==> src/rtl/sram_confreg.sv <==
// sram_confreg: memory-mapped scratch, LED, switch and compare-timer block on the data SRAM-like port.
// Reads have one-cycle synchronous latency; writes apply per byte lane.
module sram_confreg #(
  parameter logic [15:0] BASE_HI = 16'hBFAF
) (
  input  logic        clk,
  input  logic        resetn,
  input  logic        data_sram_en,
  input  logic [3:0]  data_sram_wen,
  input  logic [31:0] data_sram_addr,
  input  logic [31:0] data_sram_wdata,
  output logic [31:0] data_sram_rdata,
  input  logic [7:0]  switch,
  output logic [15:0] led,
  output logic        timer_int
);

  localparam logic [2:0] IDX_SCRATCH0 = 3'd0;
  localparam logic [2:0] IDX_SCRATCH1 = 3'd1;
  localparam logic [2:0] IDX_LED      = 3'd2;
  localparam logic [2:0] IDX_SWITCH   = 3'd3;
  localparam logic [2:0] IDX_TIMER    = 3'd4;
  localparam logic [2:0] IDX_COMPARE  = 3'd5;
  localparam logic [2:0] IDX_STATUS   = 3'd6;
  localparam logic [2:0] IDX_CTRL     = 3'd7;

  logic [31:0] scratch0_r;
  logic [31:0] scratch1_r;
  logic [15:0] led_r;
  logic [7:0]  swMeta_r;
  logic [7:0]  swSync_r;
  logic [31:0] timer_r;
  logic [31:0] compare_r;
  logic        pending_r;
  logic        ie_r;
  logic        cmpEn_r;
  logic [31:0] rdata_r;

  logic        hit_s;
  logic        mapped_s;
  logic        wrEn_s;
  logic [2:0]  regIdx_s;
  logic [7:0]  wrSel_s;
  logic [31:0] rdNext_s;
  logic [31:0] timerInc_s;
  logic [31:0] timerNext_s;
  logic        match_s;
  logic        w1c_s;
  logic        pendingNext_s;
  logic [15:0] ledNext_s;
  logic        unusedAddr_s;

  function automatic logic [31:0] byteMerge(
    input logic [31:0] oldVal,
    input logic [31:0] newVal,
    input logic [3:0]  byteEn
  );
    logic [31:0] res;
    res = oldVal;
    for (int i = 0; i < 4; i++) begin
      if (byteEn[i]) begin
        res[i*8 +: 8] = newVal[i*8 +: 8];
      end else begin
        res[i*8 +: 8] = oldVal[i*8 +: 8];
      end
    end
    return res;
  endfunction

  // Address decode: the whole window is 64 KB but only the first eight words are populated.
  always_comb begin
    hit_s    = data_sram_en && (data_sram_addr[31:16] == BASE_HI);
    mapped_s = hit_s && (data_sram_addr[15:5] == 11'd0);
    regIdx_s = data_sram_addr[4:2];
    wrEn_s   = mapped_s && (data_sram_wen != 4'h0);
    if (wrEn_s) begin
      wrSel_s = 8'h01 << regIdx_s;
    end else begin
      wrSel_s = 8'h00;
    end
  end

  assign unusedAddr_s = &{1'b0, data_sram_addr[1:0]};

  // Read mux sees register values before this cycle's updates (read-before-write).
  always_comb begin
    rdNext_s = 32'h0000_0000;
    if (mapped_s) begin
      case (regIdx_s)
        IDX_SCRATCH0: rdNext_s = scratch0_r;
        IDX_SCRATCH1: rdNext_s = scratch1_r;
        IDX_LED:      rdNext_s = {16'h0000, led_r};
        IDX_SWITCH:   rdNext_s = {24'h00_0000, swSync_r};
        IDX_TIMER:    rdNext_s = timer_r;
        IDX_COMPARE:  rdNext_s = compare_r;
        IDX_STATUS:   rdNext_s = {31'h0000_0000, pending_r};
        IDX_CTRL:     rdNext_s = {30'h0000_0000, cmpEn_r, ie_r};
        default:      rdNext_s = 32'h0000_0000;
      endcase
    end else begin
      rdNext_s = 32'h0000_0000;
    end
  end

  // Timer and interrupt next-state; a compare match beats a same-cycle W1C clear.
  always_comb begin
    timerInc_s = timer_r + 32'd1;
    if (wrSel_s[IDX_TIMER]) begin
      timerNext_s = byteMerge(timerInc_s, data_sram_wdata, data_sram_wen);
    end else begin
      timerNext_s = timerInc_s;
    end
    match_s = cmpEn_r && (timer_r == compare_r);
    w1c_s   = wrSel_s[IDX_STATUS] && data_sram_wen[0] && data_sram_wdata[0];
    if (match_s) begin
      pendingNext_s = 1'b1;
    end else if (w1c_s) begin
      pendingNext_s = 1'b0;
    end else begin
      pendingNext_s = pending_r;
    end
    ledNext_s[7:0]  = data_sram_wen[0] ? data_sram_wdata[7:0]  : led_r[7:0];
    ledNext_s[15:8] = data_sram_wen[1] ? data_sram_wdata[15:8] : led_r[15:8];
  end

  // Software-visible storage registers.
  always_ff @(posedge clk or negedge resetn) begin
    if (!resetn) begin
      scratch0_r <= 32'h0000_0000;
      scratch1_r <= 32'h0000_0000;
      led_r      <= 16'h0000;
      compare_r  <= 32'hFFFF_FFFF;
      ie_r       <= 1'b0;
      cmpEn_r    <= 1'b0;
    end else begin
      if (wrSel_s[IDX_SCRATCH0]) begin
        scratch0_r <= byteMerge(scratch0_r, data_sram_wdata, data_sram_wen);
      end
      if (wrSel_s[IDX_SCRATCH1]) begin
        scratch1_r <= byteMerge(scratch1_r, data_sram_wdata, data_sram_wen);
      end
      if (wrSel_s[IDX_LED]) begin
        led_r <= ledNext_s;
      end
      if (wrSel_s[IDX_COMPARE]) begin
        compare_r <= byteMerge(compare_r, data_sram_wdata, data_sram_wen);
      end
      if (wrSel_s[IDX_CTRL] && data_sram_wen[0]) begin
        ie_r    <= data_sram_wdata[0];
        cmpEn_r <= data_sram_wdata[1];
      end
    end
  end

  // Free-running timer and sticky pending flag.
  always_ff @(posedge clk or negedge resetn) begin
    if (!resetn) begin
      timer_r   <= 32'h0000_0000;
      pending_r <= 1'b0;
    end else begin
      timer_r   <= timerNext_s;
      pending_r <= pendingNext_s;
    end
  end

  // Two-flop synchronizer for the asynchronous board switches.
  always_ff @(posedge clk or negedge resetn) begin
    if (!resetn) begin
      swMeta_r <= 8'h00;
      swSync_r <= 8'h00;
    end else begin
      swMeta_r <= switch;
      swSync_r <= swMeta_r;
    end
  end

  // Read data register: any access (hit or miss) updates it, idle cycles hold it.
  always_ff @(posedge clk or negedge resetn) begin
    if (!resetn) begin
      rdata_r <= 32'h0000_0000;
    end else if (data_sram_en) begin
      rdata_r <= rdNext_s;
    end else begin
      rdata_r <= rdata_r;
    end
  end

  assign data_sram_rdata = rdata_r;
  assign led             = led_r;
  assign timer_int       = pending_r & ie_r;

endmodule

==> config.mk <==
export PLATFORM = sky130hd
export DESIGN_NAME = sram_confreg
export DESIGN_NICKNAME = d
export VERILOG_FILES = /design/src/rtl/sram_confreg.sv
export SDC_FILE = /design/constraint.sdc
export NUM_CORES = 1
export LEC_CHECK = 0
export ABC_CLOCK_PERIOD_IN_PS = 1700
export CAP_MARGIN = 5
export CORE_MARGIN = 1
export CORE_UTILIZATION = 50
export DETAILED_ROUTE_END_ITERATION = 7
export PLACE_DENSITY = 0.73
export SYNTH_ARGS = -nofsm -noshare
export SYNTH_HDL_FRONTEND = slang
export SYNTH_SLANG_ARGS = --single-unit
==> constraint.sdc <==
create_clock -name clk -period 1.7 [get_ports clk]
set_input_delay 0.34 -clock clk [delete_from_list [all_inputs] [get_ports clk]]
set_output_delay 0.34 -clock clk [all_outputs]
set_load 0.05 [all_outputs]
Yosys cells after proc, flatten, opt, wreduce, memory -nomap -nowiden
Index checks and enable logic that the tools add are counted.

storage, ports and cells
  register bits = 195
  input port bits = 79
  output and inout bits = 49

operators by class
  add/subtract/negate cells = 1
  equal/unequal tests = 9
  shifts and indexed selects = 1
  multiplexer cells = 10
  bitwise logic cells = 1
  reductions and logical operators = 25

operators with widths
  cell                                                                    number
  32-bit one-hot mux with 8 select lines                                  1
  32-bit 2-to-1 mux                                                       2
  8-bit 2-to-1 mux                                                        5
  32-bit by 1-bit adder with 32-bit output (second input constant)        1
  32-bit equality test                                                    1
  2-bit AND reduction                                                     14
  16-bit equality test (second input constant)                            1
  3-bit equality test (second input constant)                             4
  11-bit logical NOT                                                      1
  1-bit by 3-bit left shift with 8-bit output (first input constant)      1
  1-bit logical AND                                                       7
  3-bit by 2-bit equality test with 1-bit output (second input constant)  2
  4-bit nonzero test                                                      1
  3-bit by 1-bit equality test with 1-bit output (second input constant)  1
  3-bit logical NOT                                                       1
  1-bit 2-to-1 mux                                                        2
  2-bit nonzero test                                                      1
  1-bit bitwise AND                                                       1

Longest topological paths before layout
Gate-level depths: netlist of the first run.

  word-level depth = 9
  mapped depth = 10
  gate-level depth less buffers = 6

Worst setup path after synthesis of the first run
Ideal clock, no wire load.

  path kind = input to register
  start = input data_sram_addr[10]
  end = register led_r[0] (netlist: led[0])
  setup time = 125 ps
  arrival = 1896 ps
  data required time = 1575 ps
  setup slack = -320 ps
  stages = 5
  path through = nand4b_1 -> nor4_4 -> nand2_4 -> nor4_4 -> mux2_2

between the ends
  longest elaborated chain between the ends = 5

RTL lines
  item                           RTL line  text
  from (decl)                    10        input logic [31:0] data_sram_addr,
  11-bit logical NOT             73        mapped_s = hit_s && (data_sram_addr[15:5] == 11'd0);
  1-bit logical AND              73
  1-bit logical AND              75        wrEn_s = mapped_s && (data_sram_wen != 4'h0);
  8-bit 2-to-1 mux               76        if (wrEn_s) begin
  2-bit AND reduction (no line)  --
  to (signal assigned)           143       led_r <= ledNext_s;
  to (decl)                      29        logic [15:0] led_r;

No other way between the ends.
A chain may end at the register's enable or synchronous reset.

Worst setup path in the final report of the first run
  start = input data_sram_addr[22]
  end = register compare_r[7]

between the ends
  longest elaborated chain between the ends = 6

RTL lines
  item                           RTL line  text
  16-bit equality test           72        hit_s = data_sram_en && (data_sram_addr[31:16] == BASE_HI);
  1-bit logical AND              72
  1-bit logical AND              73
  1-bit logical AND              75
  8-bit 2-to-1 mux               76
  2-bit AND reduction (no line)  --
  to (signal assigned)           146       compare_r <= byteMerge(compare_r, data_sram_wdata, data_sram_wen);
  to (decl)                      33        logic [31:0] compare_r;

No other way between the ends.

==> flow_summary.rst, run 1 <==
.. list-table::
   :header-rows: 1

   * - Metric
     - Value
   * - Global-route wire length before repair
     - 41.0 mm
   * - Final critical-path share of the clock period
     - 1.04
   * - Maximum number of pins on one net before global-route repair
     - 45
   * - Most common flop cell mapped by yosys
     - sky130_fd_sc_hd__dfrtp_1
   * - Vert. Die Dim
     - 140 um
   * - Clock buffers created by TritonCTS
     - 17
   * - Ratio of routed vias to standard cells
     - 5.80
   * - Crit path required time
     - 2.07 ns
   * - Least-Margin Pin Slew
     - 0.430 ns
   * - Detail Placement HPWL
     - 18.1 mm
   * - Clk Tree Root Cell
     - sky130_fd_sc_hd__clkbuf_16
   * - Number of global-route vias before repair
     - 7,592
   * - Total number of yosys warnings
     - 0
   * - Count of endpoints failing setup in the final report
     - 36
   * - Max-slew violation count
     - 0
   * - Tmin final
     - 1.76 ns
   * - Cell-by-cell listing of the critical path
     - clkbuf_2, nand4bb_4, nor4_4, buf_4, and2_4, buf_12, and4_1, buf_6, mux2_4
   * - First-pass iteration count of the detailed router
     - 5
   * - Final total negative setup slack
     - -0.793 ns
   * - Proportion of netlist area held by the largest area contributor
     - 0.430
   * - WL final
     - 25.9 mm
   * - Max H-tree Level
     - 4
   * - Floorplan Core Area
     - 18,600 um2
   * - Worst slew margin relative to its limit
     - 0.710
   * - Global router's overall resource usage
     - 0.274
   * - Post-synthesis instance area
     - 9500 um2
   * - Post-place instance area
     - 11,600 um2
   * - Cell Rows
     - 50
   * - Fin. Hold Viols
     - 0
   * - Clock transition at the registers of the reported paths
     - 0.07 ns
   * - Net count, final
     - 1,109
   * - Path length in cells of the critical path
     - 9
   * - Post-layout instance count excluding filler cells
     - 1,276
   * - Worst-path fanout max
     - 8
   * - Synth top area cells
     - sky130_fd_sc_hd__dfrtp_1 43%, sky130_fd_sc_hd__mux2_2 15%, sky130_fd_sc_hd__dfstp_2 8.9%
   * - Sink count of the clock tree
     - 195
   * - Number of instances in the placed design
     - 1,233
   * - Number of I/O port buffers
     - 125
   * - WS Path Type
     - in -> reg
   * - Mean cell area of the mapped netlist
     - 11.5 um2
   * - Fmax
     - 568 MHz
   * - Area Growth Syn to Fin
     - 31.9%
   * - Antenna cells
     - 0
   * - Clock Latency Late Sink
     - 0.44 ns
   * - Failing checks
     - setup timing
   * - Number of buffers on the longest clock path
     - 2
   * - Class of the most critical hold timing path
     - in -> reg
   * - Number of enable-type register cells in the synthesized netlist
     - 0
   * - Pwr/cell area
     - 751 nW/um2
   * - Worst reg-to-reg path cell count
     - 6
   * - Effective utilization at floorplan
     - 0.509
   * - Portion of the post-synthesis area used by sequential elements
     - 0.518
   * - Library cell occupying the most area in the post-synthesis netlist
     - sky130_fd_sc_hd__dfrtp_1
   * - Largest delay contributor family on the critical path
     - simple AND/OR/NAND/NOR gates
   * - Worst-path cell with the longest stage delay
     - sky130_fd_sc_hd__nor4_4
   * - Number of synthesized register bits
     - 195
   * - CTS tree
     - done
   * - Number of design rule violations left after detail routing
     - 0
   * - Slowest stage delay, CP
     - 0.33 ns
   * - Worst hold slack after final layout
     - 0.328 ns
   * - 1st-iter DRT viols
     - 482
   * - Finished Cell Area
     - 12,500 um2
   * - Mapped Cells
     - 827
   * - Least setup slack across all paths after layout
     - -0.0614 ns
   * - Chip Width
     - 140 um
   * - Standby leakage power
     - 5.73 nW
   * - Most repeated cell in the gate-level netlist after synthesis
     - sky130_fd_sc_hd__dfrtp_1
   * - Setup repair after global routing missed its margin
     - yes
   * - Die ar.
     - 19,500 um2
   * - Run status
     - complete, but fails checks
   * - Count of nets left with antenna violations after detail routing
     - 0
   * - Share of flip-flops with an asynchronous set or reset
     - 1.00
   * - Gpl congestion
     - 0.907
   * - Setup WS pre-CTS
     - -0.818 ns
   * - Ports
     - 128
   * - Worst path buffer plus inverter count
     - 4
   * - Worst path arrival time
     - 2.13 ns
   * - Library cells used by synthesis
     - 51
   * - Initial antenna violation count
     - 0
   * - Fraction of layout instances using a drive strength above 1
     - 0.395
   * - Setup crit start kind
     - primary input
   * - VDD IR-drop max
     - 0.758 mV
   * - Syn Nets
     - 907
   * - Number of fill cells
     - 1,404
   * - Count of maximum capacitance violations
     - 0
   * - Routed len/inst
     - 20.3 um
   * - Cell count of the worst hold path
     - 1
   * - Setup skew after layout
     - 0.00792 ns
   * - Global-route congestion overflow total
     - 0
   * - Total number of vias
     - 7,404
   * - Synth top cells by count
     - 163 x sky130_fd_sc_hd__dfrtp_1, 130 x sky130_fd_sc_hd__mux2_2, 59 x sky130_fd_sc_hd__nor2_1
   * - CP endpoint kind
     - flip-flop
-- path summary, 6_finish.rpt --
check,from,endpoint,slack (ns)
worst max-delay path,data_sram_addr[22],compare_r[7],-0.06
worst min-delay path,switch[5],swMeta_r[5],0.33
worst max register to register,timer_r[12],timer_r[30],0
worst min register to register,swMeta_r[1],swSync_r[1],0.34
max in group asynchronous,resetn,compare_r[20],0.66
min in group asynchronous,resetn,data_sram_rdata[25],0.39
-- cell type report --
cell class | count | area [um2] | area share
inverters | 38 | 146 | 0.0117
flip-flops and latches | 195 | 4920 | 0.393
clock buffers | 19 | 433 | 0.0346
repair buffers | 235 | 2070 | 0.165
multi-input cells | 542 | 4510 | 0.360
clock inverters | 13 | 149 | 0.0119
well taps | 234 | 293 | 0.0234
-- per-stage QoR --
step                      utilization  total power [mW]
after global routing            0.672              9.71
after global placement          0.623              5.44
after detailed placement        0.623              5.44
after floorplan                     -              4.96
final                           0.672              9.40
after CTS                       0.669              9.43
-- cell usage in the layout, fill, tap and decap left out, types with 7 or more instances in the layout --
master	count
sky130_fd_sc_hd__dfrtp_1	160
sky130_fd_sc_hd__clkdlybuf4s50_1	45
sky130_fd_sc_hd__buf_4	134
sky130_fd_sc_hd__xnor2_1	25
sky130_fd_sc_hd__o21ai_0	30
sky130_fd_sc_hd__clkbuf_2	12
sky130_fd_sc_hd__xor2_1	34
sky130_fd_sc_hd__mux2_4	44
sky130_fd_sc_hd__nand2_1	24
sky130_fd_sc_hd__buf_12	13
sky130_fd_sc_hd__clkbuf_16	17
sky130_fd_sc_hd__dlygate4sd2_1	7
sky130_fd_sc_hd__nand4_1	18
sky130_fd_sc_hd__a21oi_1	48
sky130_fd_sc_hd__nand3_1	13
sky130_fd_sc_hd__inv_1	37
sky130_fd_sc_hd__dfstp_2	32
sky130_fd_sc_hd__a22oi_1	7
sky130_fd_sc_hd__buf_6	12
sky130_fd_sc_hd__mux2_2	86
sky130_fd_sc_hd__mux2i_1	17
sky130_fd_sc_hd__nor2_1	57
sky130_fd_sc_hd__o22ai_1	42
-- per-layer routing --
layer	share of wire	GRT usage	routed length, um
met1	0.44	0.366	11400
met2	0.49	0.447	12700
met3	0.049	0.0485	1260
met4	0.020	0.103	513
met5	0	0	0
-- power by group --
part / switching, mW / leakage [nW] / internal (mW) / total (mW)
Clock: 1.85 / 0.281 / 2.19 / 4.04
Combinational: 0.396 / 2.91 / 0.300 / 0.696
Sequential: 0.00509 / 2.54 / 4.66 / 4.66
Total: 2.25 / 5.73 / 7.15 / 9.40
-- what timing repair did --
action                                  in CTS  in global routing
cloned                                       1                  0
hold endpoints to repair                    30                  0
hold buffers                                 1                  0
setup buffers                                5                  6
endpoints found under the setup margin     143                160
resized for setup                          101                 50
pin swaps                                   20                 21
-- state kept, by name (all words and copies together) (netlist names), 8 cells and up --
signal / count
compare_r: 32
scratch1_r: 32
data_sram_rdata: 32
led: 16
timer_r: 32
scratch0_r: 32
swSync_r: 8
swMeta_r: 8
-- logic make-up (layout without fill, tap and decap cells) --
group           after synthesis  after routing  synth area share
compound gates              160            160             0.102
xor+xnor                     61             61            0.0563
fa+ha+maj                     1              1           0.00132
buf+inv                      90            305            0.0411
flops                       195            195             0.518
mux                         147            147             0.172
simple gates                173            173             0.110
(Power assumes the default switching activity.)
==> run 2, diff against run 1 <==
- PLACE_DENSITY: 0.73 -> 0.75
==> run 2 against run 1 <==
The flow finishes with violations (DRC, setup timing). Global-route usage down 0.18 points. Die area is the same. Clock skew rose by 0.00071 ns. Sequential share of layout area fell by 0.34 points. Setup slack got worse by 0.068 ns. Design area increased by 0.83%. Critical endpoint is now led[5]. Maximum frequency decreased by 3.7%. Non-clock buffer count shrank 1. Clock-buffer cell count increased by 3. Combinational power down 3%. Cell count about the same. Sequential power about the same.
==> flow_summary.rst, run 2 (synthesized netlist as in run 1, its figures left out) <==
.. list-table::
   :header-rows: 1

   * - Metric
     - Value
   * - Run status
     - complete, but fails checks
   * - Failing checks
     - DRC, setup timing
   * - Crit path required time
     - 2.03 ns (-0.04 ns)
   * - Routed len/inst
     - 20.2 um (-0.63%)
   * - Fmax
     - 546 MHz (-3.7%)
   * - Detail Placement HPWL
     - 17.5 mm (-3.2%)
   * - Count of maximum capacitance violations
     - 0 (unchanged)
   * - Die ar.
     - 19,500 um2 (unchanged)
   * - Most Used Layer, Global Route
     - met2
   * - Finished Cell Area
     - 12,600 um2 (+0.83%)
   * - Net count, final
     - 1,108 (-0.090%)
   * - Clock buffers created by TritonCTS
     - 17 (unchanged)
   * - Worst slew margin relative to its limit
     - 0.671 (-0.0394)
   * - WL final
     - 25.7 mm (-0.71%)
   * - Total Power
     - 9.27 mW (-1.4%)
   * - Least setup slack across all paths after layout
     - -0.130 ns (-0.0685 ns)
   * - CTS tree
     - done
   * - Class of the most critical hold timing path
     - in -> reg
   * - Total number of vias
     - 7,414 (+0.14%)
   * - Ratio of routed vias to standard cells
     - 5.81 (+0.21%)
   * - Slowest stage delay, CP
     - 0.36 ns (+0.03 ns)
   * - Sink count of the clock tree
     - 195 (unchanged)
   * - Setup crit start kind
     - primary input
   * - Pwr/cell area
     - 734 nW/um2 (-2.2%)
   * - Clk Tree Root Cell
     - sky130_fd_sc_hd__clkbuf_16
   * - Worst path buffer plus inverter count
     - 4 (unchanged)
   * - Worst-path fanout max
     - 8 (unchanged)
   * - Final core utilization
     - 0.678 (+0.00557)
   * - Gpl congestion
     - 0.893 (-1.6%)
   * - Setup repair after global routing missed its margin
     - yes
   * - Global-route congestion overflow total
     - 0 (unchanged)
   * - Number of design rule violations left after detail routing
     - 2 (+2)
   * - Antenna cells
     - 0 (unchanged)
   * - Most common cell after layout, fill and taps aside
     - sky130_fd_sc_hd__dfrtp_1
   * - Ports
     - 128 (unchanged)
   * - Tmin final
     - 1.83 ns (+0.0685 ns)
   * - Clock Latency Late Sink
     - 0.44 ns (about the same)
   * - Number of buffers on the longest clock path
     - 2 (unchanged)
   * - Cell Rows
     - 50 (unchanged)
   * - Vert. Die Dim
     - 140 um (unchanged)
   * - Worst-path cell with the longest stage delay
     - sky130_fd_sc_hd__nor4_4
   * - Initial antenna violation count
     - 0 (unchanged)
   * - Worst path arrival time
     - 2.15 ns (+0.02 ns)
   * - Fin. Hold Viols
     - 0 (unchanged)
   * - Fraction of layout instances using a drive strength above 1
     - 0.387 (-0.00827)
   * - Grt met1 use
     - 0.366 (-0.000661)
   * - Count of endpoints failing setup in the final report
     - 90 (+150%)
   * - Floorplan Core Area
     - 18,600 um2 (unchanged)
   * - Global-route wire length before repair
     - 40.7 mm (-0.72%)
   * - Number of I/O port buffers
     - 125 (unchanged)
   * - Final critical-path share of the clock period
     - 1.08 (+0.0403)
   * - Chip Width
     - 140 um (unchanged)
   * - Global-route track usage on met3
     - 0.0551 (+0.00654)
   * - Number of global-route vias before repair
     - 7,558 (-0.45%)
   * - VDD IR-drop max
     - 0.756 mV (-0.22%)
   * - Maximum number of pins on one net before global-route repair
     - 53 (+18%)
   * - Cell-by-cell listing of the critical path
     - buf_6, nand4bb_4, nor4_4, buf_4, nand2_8, buf_4, nor4_4, buf_12, mux2_2
   * - Clock transition at the registers of the reported paths
     - 0.07 ns (about the same)
   * - Max H-tree Level
     - 4 (unchanged)
   * - Effective utilization at floorplan
     - 0.509 (unchanged)
   * - Setup skew after layout
     - 0.00864 ns (+0.000713 ns)
   * - Highest-count cells in the layout ignoring fill and taps
     - 162 x sky130_fd_sc_hd__dfrtp_1, 129 x sky130_fd_sc_hd__buf_4, 78 x sky130_fd_sc_hd__mux2_2
   * - Area Growth Syn to Fin
     - 33.0%
   * - First-pass iteration count of the detailed router
     - 7 (+2)
   * - Post-place instance area
     - 11,600 um2 (-0.24%)
   * - Met2 track utilization from global routing
     - 0.443 (-0.00474)
   * - CP endpoint kind
     - flip-flop
   * - Max-slew violation count
     - 0 (unchanged)
   * - Global router's overall resource usage
     - 0.272 (-0.00183)
   * - Count of nets left with antenna violations after detail routing
     - 0 (unchanged)
   * - Standby leakage power
     - 5.78 nW (+0.94%)
   * - 1st-iter DRT viols
     - 578 (+20%)
   * - Least-Margin Pin Slew
     - 0.493 ns (+0.0631 ns)
   * - WS Path Type
     - in -> reg
   * - Largest delay contributor family on the critical path
     - simple AND/OR/NAND/NOR gates
-- run 2: cell count changes in the layout (fill, tap and decap cells not counted), sizes merged --
cell and change:
clkbuf -8, bufinv -1, clkinv -1, clkinvlp -1, dlygate4sd2 +10
-- run 2: cell type report --
class / count / area, um2
clock buffer: 22 / 474
clock inverter: 10 / 98.8
fill: 1331 / 6010
inverter: 38 / 143
multi-input combinational: 542 / 4590
sequential: 195 / 4920
tap: 234 / 293
timing repair buffer: 234 / 2110
-- run 2: repair_timing --
| item | 4_1_cts | 5_1_grt |
|---|---|---|
| endpoints found under the hold margin | 24 | 0 |
| resized for setup | 103 | 41 |
| hold buffers | 1 | 0 |
| endpoints found under the setup margin | 165 | 139 |
| pin swaps | 19 | 11 |
| setup buffers | 5 | 6 |
| gates cloned | 2 | 0 |
-- run 2: routing by layer --
layer  vias to the layer above  part of all wire
met5                         -                 0
met1                      3732              0.44
met4                         0             0.023
met2                       258              0.48
li1                       3377                 -
met3                        47             0.056
-- run 2: report_power, final --
part	switching (mW)	internal, mW	total [mW]	leakage [nW]
combinational	0.392	0.286	0.677	2.96
sequential	0.00519	4.66	4.67	2.54
clock	1.77	2.15	3.93	0.278
total	2.17	7.10	9.27	5.78
-- run 2: worst register-to-register path, delay by kind of cell (launching register included) --
| family | cells | cell delay [ns] |
|---|---|---|
| xor+xnor | 1 | 0.16 |
| compound gates | 1 | 0.15 |
| flops | 1 | 0.41 |
| buf+inv | 1 | 0.25 |
| simple gates | 3 | 0.57 |
-- run 2: path summary, 6_finish.rpt --
| path | from | to | slack [ns] | cells after the start |
|---|---|---|---|---|
| setup reg to reg | timer_r[7] | timer_r[20] | 0.08 | 6 |
| hold reg to reg | swMeta_r[7] | swSync_r[7] | 0.35 | 0 |
| setup / recovery | data_sram_addr[20] | led[5] | -0.13 | 9 |
| max in group asynchronous | resetn | compare_r[0] | 0.64 | 3 |
| min in group asynchronous | resetn | scratch1_r[25] | 0.39 | 2 |
| hold / removal | switch[4] | swMeta_r[4] | 0.33 | 1 |
-- run 2: metrics by stage --
step	std cells	setup TNS [ns]	setup slack, ns	hold WS (ns)
2_1_floorplan	827	-30.74	-0.292	0.0444
3_3_place_gp	1231	-114.48	-0.816	0.292
3_5_place_dp	1231	-118.19	-0.827	0.292
4_1_cts	1269	-3.90	-0.118	0.327
5_1_grt	1275	-10.74	-0.183	0.335
6_report	1275	-4.94	-0.130	0.332
==> run 3, diff against run 2 <==
- CORE_MARGIN: 1 -> 4
- CORE_UTILIZATION: 50 -> 58
- CTS_BUF_LIST: unset -> sky130_fd_sc_hd__clkbuf_4 sky130_fd_sc_hd__clkbuf_8 sky130_fd_sc_hd__clkbuf_16
- DONT_BUFFER_PORTS: unset -> 1
- PLACE_DENSITY: 0.75 -> 0.74
==> run 3 against run 2 <==
The flow finishes with violations (hold timing). Global-route usage is 0.40 points lower. Clock skew is 0.0021 ns higher. Setup slack better by 0.13 ns. Maximum frequency is 7.9% higher. Core utilization is 2.7 points higher. Sequential share of layout area is 4.9 points higher. Flip-flop and latch count stayed put. Die area is 5.4% lower. Highest routed layer unchanged.
==> flow_summary.rst, run 3 (synthesized netlist as in run 1, its figures left out) <==
.. list-table::
   :header-rows: 1

   * - Metric
     - Value
   * - Run status
     - complete, but fails checks
   * - Failing checks
     - hold timing
   * - Crit path required time
     - 2.01 ns (-0.02 ns)
   * - Clock buffers created by TritonCTS
     - 17 (unchanged)
   * - Number of fill cells
     - 1,123 (-16%)
   * - Worst hold slack after final layout
     - -0.399 ns (-0.730 ns)
   * - VDD IR-drop max
     - 0.715 mV (-5.4%)
   * - Most common cell after layout, fill and taps aside
     - sky130_fd_sc_hd__dfrtp_1
   * - Number of buffers on the longest clock path
     - 2 (unchanged)
   * - Highest-count cells in the layout ignoring fill and taps
     - 162 x sky130_fd_sc_hd__dfrtp_1, 120 x sky130_fd_sc_hd__mux2_2, 76 x sky130_fd_sc_hd__buf_4
   * - Total number of vias
     - 6,878 (-7.2%)
   * - Cell Rows
     - 46 (-8.0%)
   * - Clk Tree Root Cell
     - sky130_fd_sc_hd__clkbuf_16
   * - Chip Width
     - 136 um (-2.8%)
   * - Setup repair after global routing missed its margin
     - yes
   * - Total Power
     - 9.19 mW (-0.86%)
   * - CP endpoint kind
     - flip-flop
   * - First-pass iteration count of the detailed router
     - 5 (-2)
   * - Pwr/cell area
     - 818 nW/um2 (+11%)
   * - Sink count of the clock tree
     - 195 (unchanged)
   * - Number of I/O port buffers
     - 0 (-100%)
   * - WL final
     - 24.5 mm (-4.5%)
   * - Gpl congestion
     - 0.903 (+1.2%)
   * - Net count, final
     - 974 (-12%)
   * - Initial antenna violation count
     - 0 (unchanged)
   * - Clock transition at the registers of the reported paths
     - 0.07 ns (about the same)
   * - Fmax
     - 589 MHz (+7.9%)
   * - Clock Latency Late Sink
     - 0.43 ns (about the same)
   * - Standby leakage power
     - 5.11 nW (-12%)
   * - Antenna cells
     - 0 (unchanged)
   * - Die ar.
     - 18,500 um2 (-5.4%)
   * - Class of the most critical hold timing path
     - in -> async
   * - Ports
     - 128 (unchanged)
   * - Global router's overall resource usage
     - 0.268 (-0.00400)
   * - Worst path arrival time
     - 2.01 ns (-0.14 ns)
   * - Least-Margin Pin Slew
     - 0.546 ns (+0.0525 ns)
   * - Area Growth Syn to Fin
     - 18.3%
   * - CTS tree
     - done
   * - Fin. Hold Viols
     - 195 (+195)
   * - Effective utilization at floorplan
     - 0.596 (+0.0863)
   * - Routed len/inst
     - 21.9 um (+8.4%)
   * - Setup crit start kind
     - flip-flop
   * - Count of endpoints failing setup in the final report
     - 0 (-100%)
   * - 1st-iter DRT viols
     - 543 (-6.1%)
   * - Fraction of layout instances using a drive strength above 1
     - 0.347 (-0.0398)
   * - Worst slew margin relative to its limit
     - 0.636 (-0.0350)
   * - Number of design rule violations left after detail routing
     - 0 (-2)
   * - Count of nets left with antenna violations after detail routing
     - 0 (unchanged)
   * - Final critical-path share of the clock period
     - 0.998 (-0.0785)
   * - Max-slew violation count
     - 0 (unchanged)
   * - Max H-tree Level
     - 4 (unchanged)
   * - Ratio of routed vias to standard cells
     - 6.12 (+5.3%)
   * - Detail Placement HPWL
     - 16.0 mm (-8.4%)
   * - Vert. Die Dim
     - 136 um (-2.8%)
   * - WS Path Type
     - reg -> reg
   * - Worst-path fanout max
     - 6 (-2)
   * - Setup skew after layout
     - 0.0108 ns (+0.00214 ns)
   * - Floorplan Core Area
     - 15,900 um2 (-14%)
   * - Global-route congestion overflow total
     - 0 (unchanged)
   * - Tmin final
     - 1.70 ns (-0.133 ns)
   * - Global-route wire length before repair
     - 38.0 mm (-6.8%)
   * - Maximum number of pins on one net before global-route repair
     - 196 (+270%)
   * - Number of global-route vias before repair
     - 7,052 (-6.7%)
   * - Count of maximum capacitance violations
     - 0 (unchanged)
-- run 3: cell type report --
| type | instances | area (um2) | area share |
|---|---|---|---|
| multi-input cells | 542 | 4320 | 0.385 |
| clock buffers | 20 | 448 | 0.0399 |
| inverters | 38 | 143 | 0.0127 |
| repair buffers | 100 | 947 | 0.0843 |
| well taps | 216 | 270 | 0.0241 |
| flip-flops and latches | 195 | 4920 | 0.438 |
| clock inverters | 12 | 180 | 0.0160 |
-- run 3: metrics by stage --
stage                     TNS (ns)  instance area [um2]  worst slack [ns]  utilization  std cells
after floorplan             -30.74                 9590            -0.292            -        827
after global placement      -34.85                10300            -0.361        0.648       1075
after detailed placement    -36.73                10300            -0.381        0.648       1075
after CTS                  -0.0563                11100           -0.0245        0.695       1116
after global routing        -0.405                11200            -0.104        0.705       1123
final                            0                11200           0.00347        0.705       1123
-- run 3: worst max-delay path: stages, from the launching register on --
cell	delay, ns
sky130_fd_sc_hd__dfrtp_1	0.48
sky130_fd_sc_hd__nand2_1	0.21
sky130_fd_sc_hd__nor2_2	0.22
sky130_fd_sc_hd__buf_4	0.20
sky130_fd_sc_hd__nand4b_1	0.12
sky130_fd_sc_hd__xor2_1	0.24
sky130_fd_sc_hd__a21oi_2	0.10
-- run 3: path summary, 6_finish.rpt --
kind / startpoint / endpoint / slack (ns) / cells past startpoint
setup reg to reg: timer_r[2] / timer_r[26] / 0.003 / 6
hold reg to reg: swMeta_r[4] / swSync_r[4] / 0.35 / 0
max in group asynchronous: resetn / compare_r[19] / 1.74 / 0
min in group clk: data_sram_en / data_sram_rdata[25] / 0.02 / 1
setup / recovery: timer_r[2] / timer_r[26] / 0.003 / 6
hold / removal: resetn / scratch1_r[12] / -0.40 / 0
-- run 3: routing by layer --
| metal | part of all wire | global-route usage | vias to the layer above |
|---|---|---|---|
| met2 | 0.50 | 0.443 | 209 |
| met5 | 0 | 0 | - |
| met1 | 0.41 | 0.341 | 3526 |
| met4 | 0.018 | 0.0778 | 0 |
| met3 | 0.072 | 0.0870 | 32 |
| li1 | - | - | 3111 |
-- run 3: what timing repair did --
action / CTS / global route
gates resized for setup: 4 / 15
endpoints found under the setup margin: 4 / 60
cloned: 0 / 2
pin swaps: 4 / 16
setup buffers: 0 / 4
endpoints found under the hold margin: 207 / 198
hold buffers: 9 / 1
-- run 3: power by group --
group / switching, mW / leakage, nW / internal (mW) / total [mW]
clock: 1.77 / 0.305 / 2.52 / 4.29
sequential: 0.00526 / 2.54 / 4.66 / 4.67
combinational: 0.120 / 2.26 / 0.118 / 0.238
